`config.mk`:
```
export PLATFORM = sky130hd
export DESIGN_NAME = accumulator_delta_decoder_flat
export DESIGN_NICKNAME = d
export VERILOG_FILES = /design/src/rtl/accumulator_delta_decoder_if.sv /design/src/rtl/accumulator_delta_decoder.sv /design/src/flat_wrapper.sv
export SDC_FILE = /design/constraint.sdc
export NUM_CORES = 1
export LEC_CHECK = 0
export ABC_AREA = 1
export ABC_CLOCK_PERIOD_IN_PS = 3680
export CAP_MARGIN = 20
export CORE_MARGIN = 3
export CORE_UTILIZATION = 27
export CTS_BUF_LIST = sky130_fd_sc_hd__clkbuf_8
export CTS_CLUSTER_DIAMETER = 200
export DETAILED_ROUTE_END_ITERATION = 10
export PLACE_DENSITY = 0.55
export SLEW_MARGIN = 20
export SYNTH_ARGS = -nofsm -noshare
export SYNTH_HDL_FRONTEND = slang
export SYNTH_SLANG_ARGS = --single-unit
```
`constraint.sdc`:
```
create_clock -name PHI -period 3.68 [get_ports PHI]
set_input_delay 0.552 -clock PHI [delete_from_list [all_inputs] [get_ports PHI]]
set_output_delay 0.552 -clock PHI [all_outputs]
set_load 0.02 [all_outputs]
```
`src/rtl/accumulator_delta_decoder_if.sv`:
```
// Sample-in / increment-out handshake bundle for the accumulator delta decoder.
interface accumulator_delta_decoder_if #(
  parameter int unsigned WIDTH = 4
);
  logic             IN_VALID;
  logic             IN_READY;
  logic [WIDTH-1:0] S;
  logic             CO;
  logic             SYNC;
  logic             OUT_VALID;
  logic             OUT_READY;
  logic [WIDTH:0]   D;
  logic             ERR;
  logic             PRIMED;

  // Upstream producer / downstream consumer side
  modport master (
    output IN_VALID, S, CO, SYNC, OUT_READY,
    input  IN_READY, OUT_VALID, D, ERR, PRIMED
  );

  // Decoder side
  modport slave (
    input  IN_VALID, S, CO, SYNC, OUT_READY,
    output IN_READY, OUT_VALID, D, ERR, PRIMED
  );
endinterface

```
`src/rtl/accumulator_delta_decoder.sv`:
```
// Recovers the per-cycle increment (addend + carry-in) from successive
// accumulator {carry-out, sum} samples and flags pairs no legal increment fits.
module accumulator_delta_decoder #(
  parameter int unsigned WIDTH = 4
) (
  input logic                         PHI,
  input logic                         RST,
  accumulator_delta_decoder_if.slave  bus
);

  localparam int unsigned RW = WIDTH + 2;

  typedef enum logic {
    ST_EMPTY  = 1'b0,
    ST_PRIMED = 1'b1
  } state_e;

  state_e           state_q, state_d;
  logic [WIDTH-1:0] ref_q, ref_d;
  logic             out_valid_q, out_valid_d;
  logic [WIDTH:0]   dout_q, dout_d;
  logic             err_q, err_d;

  logic             in_ready_c;
  logic             accept_c;
  logic             decode_c;
  logic [RW-1:0]    diff_c;
  logic             illegal_c;

  // Ready whenever the output slot is free or being drained; forced low in reset
  assign in_ready_c = RST & (~out_valid_q | bus.OUT_READY);
  assign accept_c   = bus.IN_VALID & in_ready_c;
  assign decode_c   = accept_c & ~bus.SYNC & (state_q == ST_PRIMED);

  // Signed difference; range is -(2^W-1)..(2^(W+1)-1), so W+2 bits never overflow
  assign diff_c    = {1'b0, bus.CO, bus.S} - {2'b00, ref_q};
  // Negative, or above 2^W (bit W set with any lower bit set)
  assign illegal_c = diff_c[RW-1] | (diff_c[WIDTH] & (|diff_c[WIDTH-1:0]));

  // Next-state, reference and output-slot update
  always_comb begin
    state_d     = state_q;
    ref_d       = ref_q;
    out_valid_d = out_valid_q & ~bus.OUT_READY;
    dout_d      = dout_q;
    err_d       = err_q;

    if (accept_c) begin
      ref_d   = bus.S;
      state_d = ST_PRIMED;
      if (decode_c) begin
        out_valid_d = 1'b1;
        dout_d      = diff_c[WIDTH:0];
        err_d       = illegal_c;
      end
    end else if (bus.SYNC) begin
      state_d = ST_EMPTY;
    end
  end

  // State and output registers
  always_ff @(posedge PHI or negedge RST) begin
    if (!RST) begin
      state_q     <= ST_EMPTY;
      ref_q       <= '0;
      out_valid_q <= 1'b0;
      dout_q      <= '0;
      err_q       <= 1'b0;
    end else begin
      state_q     <= state_d;
      ref_q       <= ref_d;
      out_valid_q <= out_valid_d;
      dout_q      <= dout_d;
      err_q       <= err_d;
    end
  end

  assign bus.IN_READY  = in_ready_c;
  assign bus.OUT_VALID = out_valid_q;
  assign bus.D         = dout_q;
  assign bus.ERR       = err_q;
  assign bus.PRIMED    = (state_q == ST_PRIMED);

endmodule

```
`src/flat_wrapper.sv`:
```
// flat-port wrapper written by rule: the top's interface ports become plain ports
module accumulator_delta_decoder_flat 
#(
  parameter int unsigned WIDTH = 4
)
  (PHI, RST, bus_IN_VALID, bus_S, bus_CO, bus_SYNC, bus_OUT_READY, bus_IN_READY, bus_OUT_VALID, bus_D, bus_ERR, bus_PRIMED);
  accumulator_delta_decoder_if #(.WIDTH(WIDTH)) bus_i ();
  input logic PHI;
  input logic RST;
  input wire logic [$bits(bus_i.IN_VALID)-1:0] bus_IN_VALID;
  input wire logic [$bits(bus_i.S)-1:0] bus_S;
  input wire logic [$bits(bus_i.CO)-1:0] bus_CO;
  input wire logic [$bits(bus_i.SYNC)-1:0] bus_SYNC;
  input wire logic [$bits(bus_i.OUT_READY)-1:0] bus_OUT_READY;
  output wire logic [$bits(bus_i.IN_READY)-1:0] bus_IN_READY;
  output wire logic [$bits(bus_i.OUT_VALID)-1:0] bus_OUT_VALID;
  output wire logic [$bits(bus_i.D)-1:0] bus_D;
  output wire logic [$bits(bus_i.ERR)-1:0] bus_ERR;
  output wire logic [$bits(bus_i.PRIMED)-1:0] bus_PRIMED;
  assign bus_i.IN_VALID = bus_IN_VALID;
  assign bus_i.S = bus_S;
  assign bus_i.CO = bus_CO;
  assign bus_i.SYNC = bus_SYNC;
  assign bus_i.OUT_READY = bus_OUT_READY;
  assign bus_IN_READY = bus_i.IN_READY;
  assign bus_OUT_VALID = bus_i.OUT_VALID;
  assign bus_D = bus_i.D;
  assign bus_ERR = bus_i.ERR;
  assign bus_PRIMED = bus_i.PRIMED;
  accumulator_delta_decoder #(.WIDTH(WIDTH)) u_core (.PHI(PHI), .RST(RST), .bus(bus_i));
endmodule
```
# Yosys cells after proc, flatten, opt, wreduce, memory -nomap -nowiden
# Cells that the tools add are included.
dict set report totals {
  word_cells 24
  reg_bits 12
  in_bits 10
  out_inout_bits 9
}
dict set report op_classes {
  addsub 1
  n_reduce_logical 3
  mux 4
  bitwise_logic 11
}
# op count
set op_table {}
lappend op_table {{AND 1 bit} 6}
lappend op_table {{subtractor 5 x 4 -> 6 bit} 1}
lappend op_table {{two-way mux 1 bit} 4}
lappend op_table {{OR reduction 4 bit} 1}
lappend op_table {{NOT 1 bit} 3}
lappend op_table {{bitwise OR 1 bit} 2}
lappend op_table {{AND reduction 2 bit} 1}
lappend op_table {{nonzero test 2 bit} 1}

# Longest topological paths before layout
# Gate-level depths: netlist of the first run.
dict set report logic_depth {
  word_depth 8
  ltp_mapped 12
  mapped_depth_nobuf 12
}

# Worst setup path after synthesis of the first run
# Ideal clock, no wire load.
dict set report synth_timing {
  path_type {in2reg}
  start {input bus_S[2]}
  end {register u_core.err_q, in the netlist u_core.bus.ERR}
  n_path_buf 0
  t_required_ns 3.564
  t_arrival_ns 1.382
  setup_ns 0.116
  slack_ns 2.181
  cell_stages 7
  path_cell_list {ha_1 > a21oi_1 > nand3b_1 > nand2_1 > nand3_1 > nand2_1 > nand2_1}
}
dict set report synth_between {
  elab_chain_len 4
}
# element line_no
set synth_lines {}
lappend synth_lines {{start, declared} flat_wrapper.sv:11} ;# input wire logic [$bits(bus_i.S)-1:0] bus_S;
lappend synth_lines {{subtractor 5 x 4 -> 6 bit (*)} accumulator_delta_decoder.sv:36} ;# assign diff_c = {1'b0, bus.CO, bus.S} - {2'b00, ref_q};
lappend synth_lines {{OR reduction 4 bit} accumulator_delta_decoder.sv:38} ;# assign illegal_c = diff_c[RW-1] | (diff_c[WIDTH] & (|diff_c[WIDTH-1:0]));
lappend synth_lines {{AND 1 bit} accumulator_delta_decoder.sv:38}
lappend synth_lines {{bitwise OR 1 bit (*)} accumulator_delta_decoder.sv:38}
lappend synth_lines {{end signal, assigned} accumulator_delta_decoder.sv:74} ;# err_q <= err_d;
lappend synth_lines {{end, declared} accumulator_delta_decoder.sv:22} ;# logic err_q, err_d;
# Mark *: on every way between the ends. The rest lies on a longest branch, timed or not.
# A chain may end at the register's enable or synchronous reset.

# Final worst setup path of the first run
dict set report layout_timing {
  start {input RST}
  end {output bus_IN_READY}
}
dict set report layout_between {
  elab_chain_len 1
}
# element line_no
set layout_lines {}
lappend layout_lines {{start, declared} flat_wrapper.sv:9} ;# input logic RST;
lappend layout_lines {{AND 1 bit} accumulator_delta_decoder.sv:31} ;# assign in_ready_c = RST & (~out_valid_q | bus.OUT_READY);
lappend layout_lines {{end, declared} flat_wrapper.sv:15} ;# output wire logic [$bits(bus_i.IN_READY)-1:0] bus_IN_READY;
# Every way passes these cells.

==> metrics.yaml, run 1 <==
status:
  outcome: "completed"
floorplanning:
  io-pin-count: 19
  chipWidth_um: 56.2
  row_count: 17
  start_util_pct: 29.6
  die_area_mm2: 0.00316
  die_h_um: 56.2
  core_mm2: 0.00230
grt:
  overflow: 0
  grt_max_degree: 14
  grt_usage_pct: 9.62
  use_met1_pct: 11.2
  met2_usage_pct: 13.7
  busiest_layer: "met2"
  grt_pass1_wl_mm: 2.32
  grt_antenna_before_repair: 0
  met3_usage_pct: 4.41
  grt_pass1_vias: 530
detailed_routing:
  vias: 542
  drt_wl_total_mm: 1.19
  drc_errors: 0
  drtAntennaViolNets: 0
  wire_per_inst_um: 9.02
  drt_iter0_drc: 4
  vias_per_cell: 4.11
  dr.pass1.iters: 2
flow_run:
  cap_violations: 0
yosys:
  synth.distinct_cells: 18
  synth_seq_area_share_pct: 44.1
  syn_area_um2: 681
  synth_nets: 97
  syn_inst: 82
  syn_area_per_cell_um2: 8.30
  ys_top_cells_by_area: "dfrtp_1, nand2_1, ha_1"
  synth_top_area_share_pct: 44.1
  synth-warning-count: 0
  synth_top_area_cell: "dfrtp_1"
  ys_seq_elements: 12
setup_path:
  end_kind: "output port"
  worstPathMaxFanout: 13
  r2r_cells: 8
  cp_data_arrival_time_ps: 2020
  required_ps: 3130
  path_class: "in -> out"
  start_kind: "primary input"
power:
  p_total_mw: 0.513
  ir_drop_uv: 231
  power.leakage_nw: 0.473
  power_density_mw_per_mm2: 542
placement:
  placedCellCount: 128
  place_hpwl_um: 970
  io_buffers: 18
  gp_congestion: 0.674
clock_tree:
  post-cts-setup-buffer-count: 0
  root_buffer: "clkbuf_8"
  clk_pin_slew_ps: 50
  cts_buffers: 3
  clk_latency_ps: 240
  cts-hold-fix-buffers: 0
  cts-resized-gates: 0
  cts.sinks: 12
  cts_tree: "yes"
  htree_levels: 1
  clockBufferDepth: 2
sta:
  period_share_pct: 69.9
  setup-tns-final_ps: 0
  tightest_slew_ps: 260
  min_period_ps: 2570
  finalSetupViolations: 0
  holdWs_ps: 484
  rsz0062_at_grt: "no"
  final-hold-violation-count: 0
  fmaxAchievable_mhz: 389
  fin_skew_ps: 4.65
  maxSlewHeadroom_pct: 82.7
  finalMaxSlewViolations: 0
min_path:
  hold_class: "reg -> reg"
  hold_depth: 2
layout:
  diodes: 0
  syn_to_final_growth_pct: 39.2
  mostFrequentLayoutCell: "nand2_1"
  mostFrequentLayoutCells: "nand2_1, clkdlybuf4s50_1, dfrtp_1, inv_1, nor2_1"
  drive_gt1_share_pct: 15.4
  fin_cells: 132
  finalNetCount: 120
## Yosys cell counts
cell	count
nand3_2	1
o21ai_1	4
nand2_2	4
inv_1	11
nand3_1	3
buf_6	1
ha_1	5
inv_2	2
o21ai_2	2
nor2_1	6
o21ai_0	2
xor2_1	1
nand3b_1	2
nor2_2	1
dfrtp_1	12
nor2_4	1
a21oi_1	5
nand2_1	19
## worst max-delay path, stage by stage
cell and delay [ps]:
clkdlybuf4s50_1 450, buf_4 210, inv_2 60, nor2_4 130, clkdlybuf4s50_1 620
## report_power, final
part / internal [mW] / switching [mW]
Clock: 0.0944 / 0.0477
Combinational: 0.0910 / 0.102
Sequential: 0.163 / 0.0145
## metal layers
metal  up-vias  wire (µm)
li1        300          -
met1       224        551
met2        14        521
met3         4         78
met4         0         40
met5         -          0
## registers in the layout (all words and copies together), names as in the netlist
name	count
u_core.ref_q	4
u_core.bus.PRIMED	1
u_core.bus.ERR	1
u_core.bus.OUT_VALID	1
u_core.bus.D	5
## metrics by stage
stage	cell area, µm²	worst slack, ps	util [%]
final	947	1110	41.2
after global routing	947	1020	41.2
after CTS	947	1080	41.2
after detailed placement	892	1090	38.8
after global placement	892	1090	38.8
after floorplan	681	2180	-
## final timing paths
path,to,slack [ps],from
worst min-delay path,u_core.bus.D[4],480,u_core.bus.D[4]
min in group asynchronous,u_core.bus.OUT_VALID,610,RST
worst max-delay path,bus_IN_READY,1110,RST
worst min register to register,u_core.bus.D[4],480,u_core.bus.D[4]
worst max register to register,u_core.bus.ERR,2310,u_core.ref_q[2]
max in group asynchronous,u_core.ref_q[3],2900,RST
## kinds of logic (layout without fill, tap and decap cells)
kind of cell | after synthesis | count (layout) | synth area share, %
simple gates | 37 | 37 | 25.9
compound gates | 13 | 13 | 10.7
flops | 12 | 12 | 44.1
xor+xnor | 1 | 1 | 1.29
buf+inv | 14 | 36 | 8.82
fa+ha+maj | 5 | 5 | 9.19
## cell type report
cell class,count,area [µm²]
Fill cell,255,1350
Tap cell,28,35.0
Clock buffer,4,55.1
Sequential cell,12,300
Timing Repair Buffer,19,188
Inverter,13,48.8
Multi-Input combinational cell,56,320
(Power assumes the default switching activity.)
==> run 2, diff against run 1 <==
--- a/config.mk
+++ b/config.mk
@@ -6,14 +6,14 @@
 export NUM_CORES = 1
 export LEC_CHECK = 0
 export ABC_AREA = 1
-export ABC_CLOCK_PERIOD_IN_PS = 3680
+export ABC_CLOCK_PERIOD_IN_PS = 2300
 export CAP_MARGIN = 20
 export CORE_MARGIN = 3
 export CORE_UTILIZATION = 27
 export CTS_BUF_LIST = sky130_fd_sc_hd__clkbuf_8
 export CTS_CLUSTER_DIAMETER = 200
 export DETAILED_ROUTE_END_ITERATION = 10
-export PLACE_DENSITY = 0.55
+export PLACE_DENSITY = 0.57
 export SLEW_MARGIN = 20
 export SYNTH_ARGS = -nofsm -noshare
 export SYNTH_HDL_FRONTEND = slang
==> constraint.sdc (replaced) <==
create_clock -name PHI -period 2.3 [get_ports PHI]
set_input_delay 0.345 -clock PHI [delete_from_list [all_inputs] [get_ports PHI]]
set_output_delay 0.345 -clock PHI [all_outputs]
set_load 0.02 [all_outputs]
==> metrics.yaml, run 2 (synthesis gave the netlist of run 1 again) <==
setup_path:
  required_ps: 1960  # was 3130 ps
  r2r-start: "u_core.ref_q[2]"  # unchanged
  end_kind: "output port"  # unchanged
  crit_chain: "clkdlybuf4s50_1, inv_2, nor2_4, clkdlybuf4s50_1"  # was clkdlybuf4s50_1, buf_4, inv_2, nor2_4, clkdlybuf4s50_1
  cp_slowest_cell: "clkdlybuf4s50_1"  # unchanged
  critPathMaxStageDelay_ps: 620  # about the same
  path_class: "in -> out"  # unchanged
  worstReg2RegEnd: "u_core.bus.ERR"  # unchanged
  cp_data_arrival_time_ps: 1650  # was 2020 ps
  reg2reg_slack_ps: 910  # was 2310 ps
  worstPathMaxFanout: 3  # was 13
  start_kind: "primary input"  # unchanged
  cpMostUsedCell: "clkdlybuf4s50_1"  # unchanged
  r2r_cells: 8  # unchanged
sta:
  finalSetupViolations: 0  # unchanged
  maxSlewHeadroom_pct: 82.9  # was 82.7%
  final_critical_path_setup_slack_ps: 308  # was 1110 ps
  period_share_pct: 86.6
  final-hold-violation-count: 0  # unchanged
  finalMaxSlewViolations: 0  # unchanged
  fmaxAchievable_mhz: 502
  setup-tns-final_ps: 0  # unchanged
  min_period_ps: 1990
  rsz0062_at_grt: "no"  # unchanged
  fin_skew_ps: 2.57  # was 4.65 ps
  tightest_slew_ps: 257  # was 260 ps
placement:
  placedCellCount: 128  # unchanged
  gp_congestion: 0.673  # was 0.674
  preCtsSetupSlack_ps: 317  # was 1090 ps
  io_buffers: 18  # unchanged
  place_hpwl_um: 973  # was 970 µm
grt:
  grt_max_degree: 14  # unchanged
  met3_usage_pct: 2.32  # was 4.41%
  busiest_layer: "met2"  # unchanged
  met2_usage_pct: 12.9  # was 13.7%
  grt_pass1_vias: 529  # was 530
  use_met1_pct: 11.9  # was 11.2%
  grt_pass1_wl_mm: 2.26  # was 2.32 mm
  grt_usage_pct: 9.65  # was 9.62%
  overflow: 0  # unchanged
  grt_antenna_before_repair: 0  # unchanged
layout:
  largest_reg_flops: 5  # unchanged
  utilization_pct: 40.6  # was 41.2%
  finalNetCount: 120  # unchanged
  fin_cells: 131  # was 132
  mostFrequentLayoutCell: "nand2_1"  # unchanged
  drive_gt1_share_pct: 14.6  # was 15.4%
  nFillCells: 257  # was 255
  diodes: 0  # unchanged
  mostFrequentLayoutCells: "nand2_1, clkdlybuf4s50_1, dfrtp_1, inv_1, nor2_1"  # unchanged
  syn_to_final_growth_pct: 37.1  # was 39.2%
clock_tree:
  cts-resized-gates: 0  # unchanged
  root_buffer: "clkbuf_8"  # unchanged
  cts_tree: "yes"  # unchanged
  clockBufferDepth: 2  # unchanged
  cts_buffers: 3  # unchanged
  htree_levels: 1  # unchanged
  post-cts-setup-buffer-count: 0  # unchanged
  clk_latency_ps: 240  # about the same
  clk_pin_slew_ps: 50  # about the same
  cts-hold-fix-buffers: 0  # unchanged
  cts.sinks: 12  # unchanged
floorplanning:
  core_mm2: 0.00230  # unchanged
  die_area_mm2: 0.00316  # unchanged
  chipWidth_um: 56.2  # unchanged
  die_h_um: 56.2  # unchanged
  start_util_pct: 29.6  # unchanged
  io-pin-count: 19  # unchanged
  row_count: 17  # unchanged
detailed_routing:
  wire_per_inst_um: 9.62  # was 9.02 µm
  drc_errors: 0  # unchanged
  drtAntennaViolNets: 0  # unchanged
  drt_iter0_drc: 4  # unchanged
  vias: 562  # was 542
  dr.pass1.iters: 2  # unchanged
  vias_per_cell: 4.29  # was 4.11
  drt_wl_total_mm: 1.26  # was 1.19 mm
power:
  ir_drop_uv: 327  # was 231 µV
  power.leakage_nw: 0.466  # was 0.473 nW
  p_total_mw: 0.782  # was 0.513 mW
  power_density_mw_per_mm2: 838  # was 542 mW/mm²
flow_run:
  cap_violations: 0  # unchanged
min_path:
  hold_class: "in -> async"  # was reg -> reg
status:
  outcome: "completed"  # unchanged
-- run 2: worst max path at each step --
stage                     end  depth (start not counted)      from  slack, ps
3_5_place_dp     bus_IN_READY                          4       RST        320
3_3_place_gp     bus_IN_READY                          4       RST        310
6_report         bus_IN_READY                          4       RST        310
2_1_floorplan  u_core.bus.ERR                          7  bus_S[2]       1010
4_1_cts          bus_IN_READY                          4       RST        310
5_1_grt          bus_IN_READY                          4       RST        250
-- run 2: worst max-delay path, delay by kind of cell --
kind          cells  cell delay [ps]
buf+inv           3             1160
simple gates      1              140
-- run 2: layout make-up --
type,count,area (µm²),area share (%)
flip-flops and latches,12,300,32.2
multi-input cells,56,320,34.3
repair buffers,19,188,20.1
well taps,28,35.0,3.75
inverters,13,48.8,5.23
clock buffers,3,41.3,4.42
-- run 2: where the power goes --
part | switching (mW) | internal [mW] | total (mW)
clock | 0.0731 | 0.115 | 0.188
combinational | 0.163 | 0.146 | 0.309
sequential | 0.0238 | 0.261 | 0.285
-- run 2: layer usage --
layer,vias up,routed length (µm)
li1,298,-
met1,247,599
met2,13,546
met3,4,57
met4,0,57
met5,-,0
-- run 2: stage by stage --
step	hold WS, ps	area, µm²
finish	465	933
CTS	465	933
global placement	465	892
global route	477	933
floorplan	49.4	681
detailed placement	469	892
==> run 3, diff against run 2 <==
--- a/config.mk
+++ b/config.mk
@@ -10,7 +10,7 @@
 export CAP_MARGIN = 20
 export CORE_MARGIN = 3
 export CORE_UTILIZATION = 27
-export CTS_BUF_LIST = sky130_fd_sc_hd__clkbuf_8
+export CTS_BUF_LIST = sky130_fd_sc_hd__clkbuf_4
 export CTS_CLUSTER_DIAMETER = 200
 export DETAILED_ROUTE_END_ITERATION = 10
 export PLACE_DENSITY = 0.57
==> metrics.yaml, run 3 (synthesis gave the netlist of run 1 again) <==
status:
  outcome: "completed"  # unchanged
sta:
  fin_skew_ps: 4.33  # was 2.57 ps
  setup-tns-final_ps: 0  # unchanged
  finalSetupViolations: 0  # unchanged
  period_share_pct: 86.3  # was 86.6%
  fmaxAchievable_mhz: 504  # was 502 MHz
  final-hold-violation-count: 0  # unchanged
  rsz0062_at_grt: "no"  # unchanged
  final_critical_path_setup_slack_ps: 316  # was 308 ps
  tightest_slew_ps: 257  # about the same
  finalMaxSlewViolations: 0  # unchanged
  maxSlewHeadroom_pct: 82.9  # about the same
  min_period_ps: 1980  # was 1990 ps
min_path:
  hold_class: "in -> async"  # unchanged
detailed_routing:
  dr.pass1.iters: 2  # unchanged
  drt_wl_total_mm: 1.25  # was 1.26 mm
  drtAntennaViolNets: 0  # unchanged
  vias_per_cell: 4.27  # was 4.29
  drc_errors: 0  # unchanged
  vias: 559  # was 562
  wire_per_inst_um: 9.56  # was 9.62 µm
  drt_iter0_drc: 2  # was 4
grt:
  grt_antenna_before_repair: 0  # unchanged
  overflow: 0  # unchanged
  grt_pass1_vias: 529  # unchanged
  grt_usage_pct: 9.36  # was 9.65%
  grt_max_degree: 14  # unchanged
  grt_pass1_wl_mm: 2.25  # was 2.26 mm
power:
  power.leakage_nw: 0.458  # was 0.466 nW
  power_density_mw_per_mm2: 788  # was 838 mW/mm²
  ir_drop_uv: 371  # was 327 µV
placement:
  gp_congestion: 0.673  # unchanged
  io_buffers: 18  # unchanged
  preCtsSetupSlack_ps: 317  # unchanged
  place_hpwl_um: 973  # unchanged
floorplanning:
  core_mm2: 0.00230  # unchanged
  die_area_mm2: 0.00316  # unchanged
  chipWidth_um: 56.2  # unchanged
  die_h_um: 56.2  # unchanged
  io-pin-count: 19  # unchanged
  row_count: 17  # unchanged
  start_util_pct: 29.6  # unchanged
clock_tree:
  cts-resized-gates: 0  # unchanged
  post-cts-setup-buffer-count: 0  # unchanged
  cts.sinks: 12  # unchanged
  cts_tree: "yes"  # unchanged
  cts-hold-fix-buffers: 0  # unchanged
  root_buffer: "clkbuf_4"  # was clkbuf_8
  clk_pin_slew_ps: 70  # was 50 ps
  clockBufferDepth: 2  # unchanged
  htree_levels: 1  # unchanged
  cts_buffers: 3  # unchanged
  clk_latency_ps: 270  # was 240 ps
setup_path:
  required_ps: 1960  # about the same
  cp_slowest_cell: "clkdlybuf4s50_1"  # unchanged
  critPathTopFamily: "buffers and inverters"  # unchanged
  critPathMaxStageDelay_ps: 620  # about the same
  start_kind: "primary input"  # unchanged
  end_kind: "output port"  # unchanged
  critPathBufInv: 3  # unchanged
  cpMostUsedCell: "clkdlybuf4s50_1"  # unchanged
  crit_chain: "clkdlybuf4s50_1, inv_2, nor2_4, clkdlybuf4s50_1"  # unchanged
  path_class: "in -> out"  # unchanged
  cp_data_arrival_time_ps: 1640  # was 1650 ps
  worstPathMaxFanout: 3  # unchanged
layout:
  mostFrequentLayoutCells: "nand2_1, clkdlybuf4s50_1, dfrtp_1, inv_1, nor2_1"  # unchanged
  drive_gt1_share_pct: 14.6  # unchanged
  nFillCells: 256  # was 257
  mostFrequentLayoutCell: "nand2_1"  # unchanged
  multiInputGateArea_um2: 320  # unchanged
  ff_latch_area_um2: 300  # unchanged
  diodes: 0  # unchanged
  largest_reg_flops: 5  # unchanged
  syn_to_final_growth_pct: 34.4  # was 37.1%
  finalNetCount: 120  # unchanged
flow_run:
  cap_violations: 0  # unchanged
## run 3: cell type report
type                            instances  area share, %
Tap cell                               28           3.83
Inverter                               13           5.34
Sequential cell                        12           32.8
Timing Repair Buffer                   19           20.5
Multi-Input combinational cell         56           35.0
Clock buffer                            3           2.46
## run 3: worst paths after layout
kind,from,end,depth (start not counted),slack (ps)
worst min register to register,u_core.bus.D[0],u_core.bus.D[0],2,490
worst max register to register,u_core.ref_q[2],u_core.bus.ERR,8,910
worst min-delay path,RST,u_core.bus.D[0],2,430
worst max-delay path,RST,bus_IN_READY,4,320
min in group PHI,u_core.bus.D[0],u_core.bus.D[0],2,490
max in group asynchronous,RST,u_core.ref_q[3],2,1710
## run 3: metrics by stage
stage / instances / power (mW) / instance area, µm² / hold WS, ps / util (%)
after CTS: 131 / 0.736 / 915 / 429 / 39.8
after global routing: 131 / 0.778 / 915 / 436 / 39.8
after floorplan: 82 / 0.474 / 681 / 49.4 / -
after detailed placement: 128 / 0.601 / 892 / 469 / 38.8
after global placement: 128 / 0.597 / 892 / 465 / 38.8
final: 131 / 0.720 / 915 / 427 / 39.8
## run 3: worst reg2reg max path, delay by kind of cell, from the launching register on
kind	cells	cell delay [ps]
adder cells (fa/ha/maj)	1	270
flip-flops	1	360
AO/OA/AOI/OAI	1	210
buffers and inverters	1	70
AND/OR/NAND/NOR	5	380
## run 3: report_power, final
group / switching [mW] / internal, mW
logic: 0.163 / 0.146
clock network: 0.0665 / 0.0605
registers: 0.0239 / 0.260
total: 0.254 / 0.467
## run 3: metal layers
| layer | vias up | GRT usage (%) | wire length [µm] |
|---|---|---|---|
| met5 | - | 0 | 0 |
| li1 | 297 | - | - |
| met4 | 0 | 8.14 | 47 |
| met2 | 13 | 12.9 | 541 |
| met1 | 245 | 11.9 | 600 |
| met3 | 4 | 2.32 | 62 |
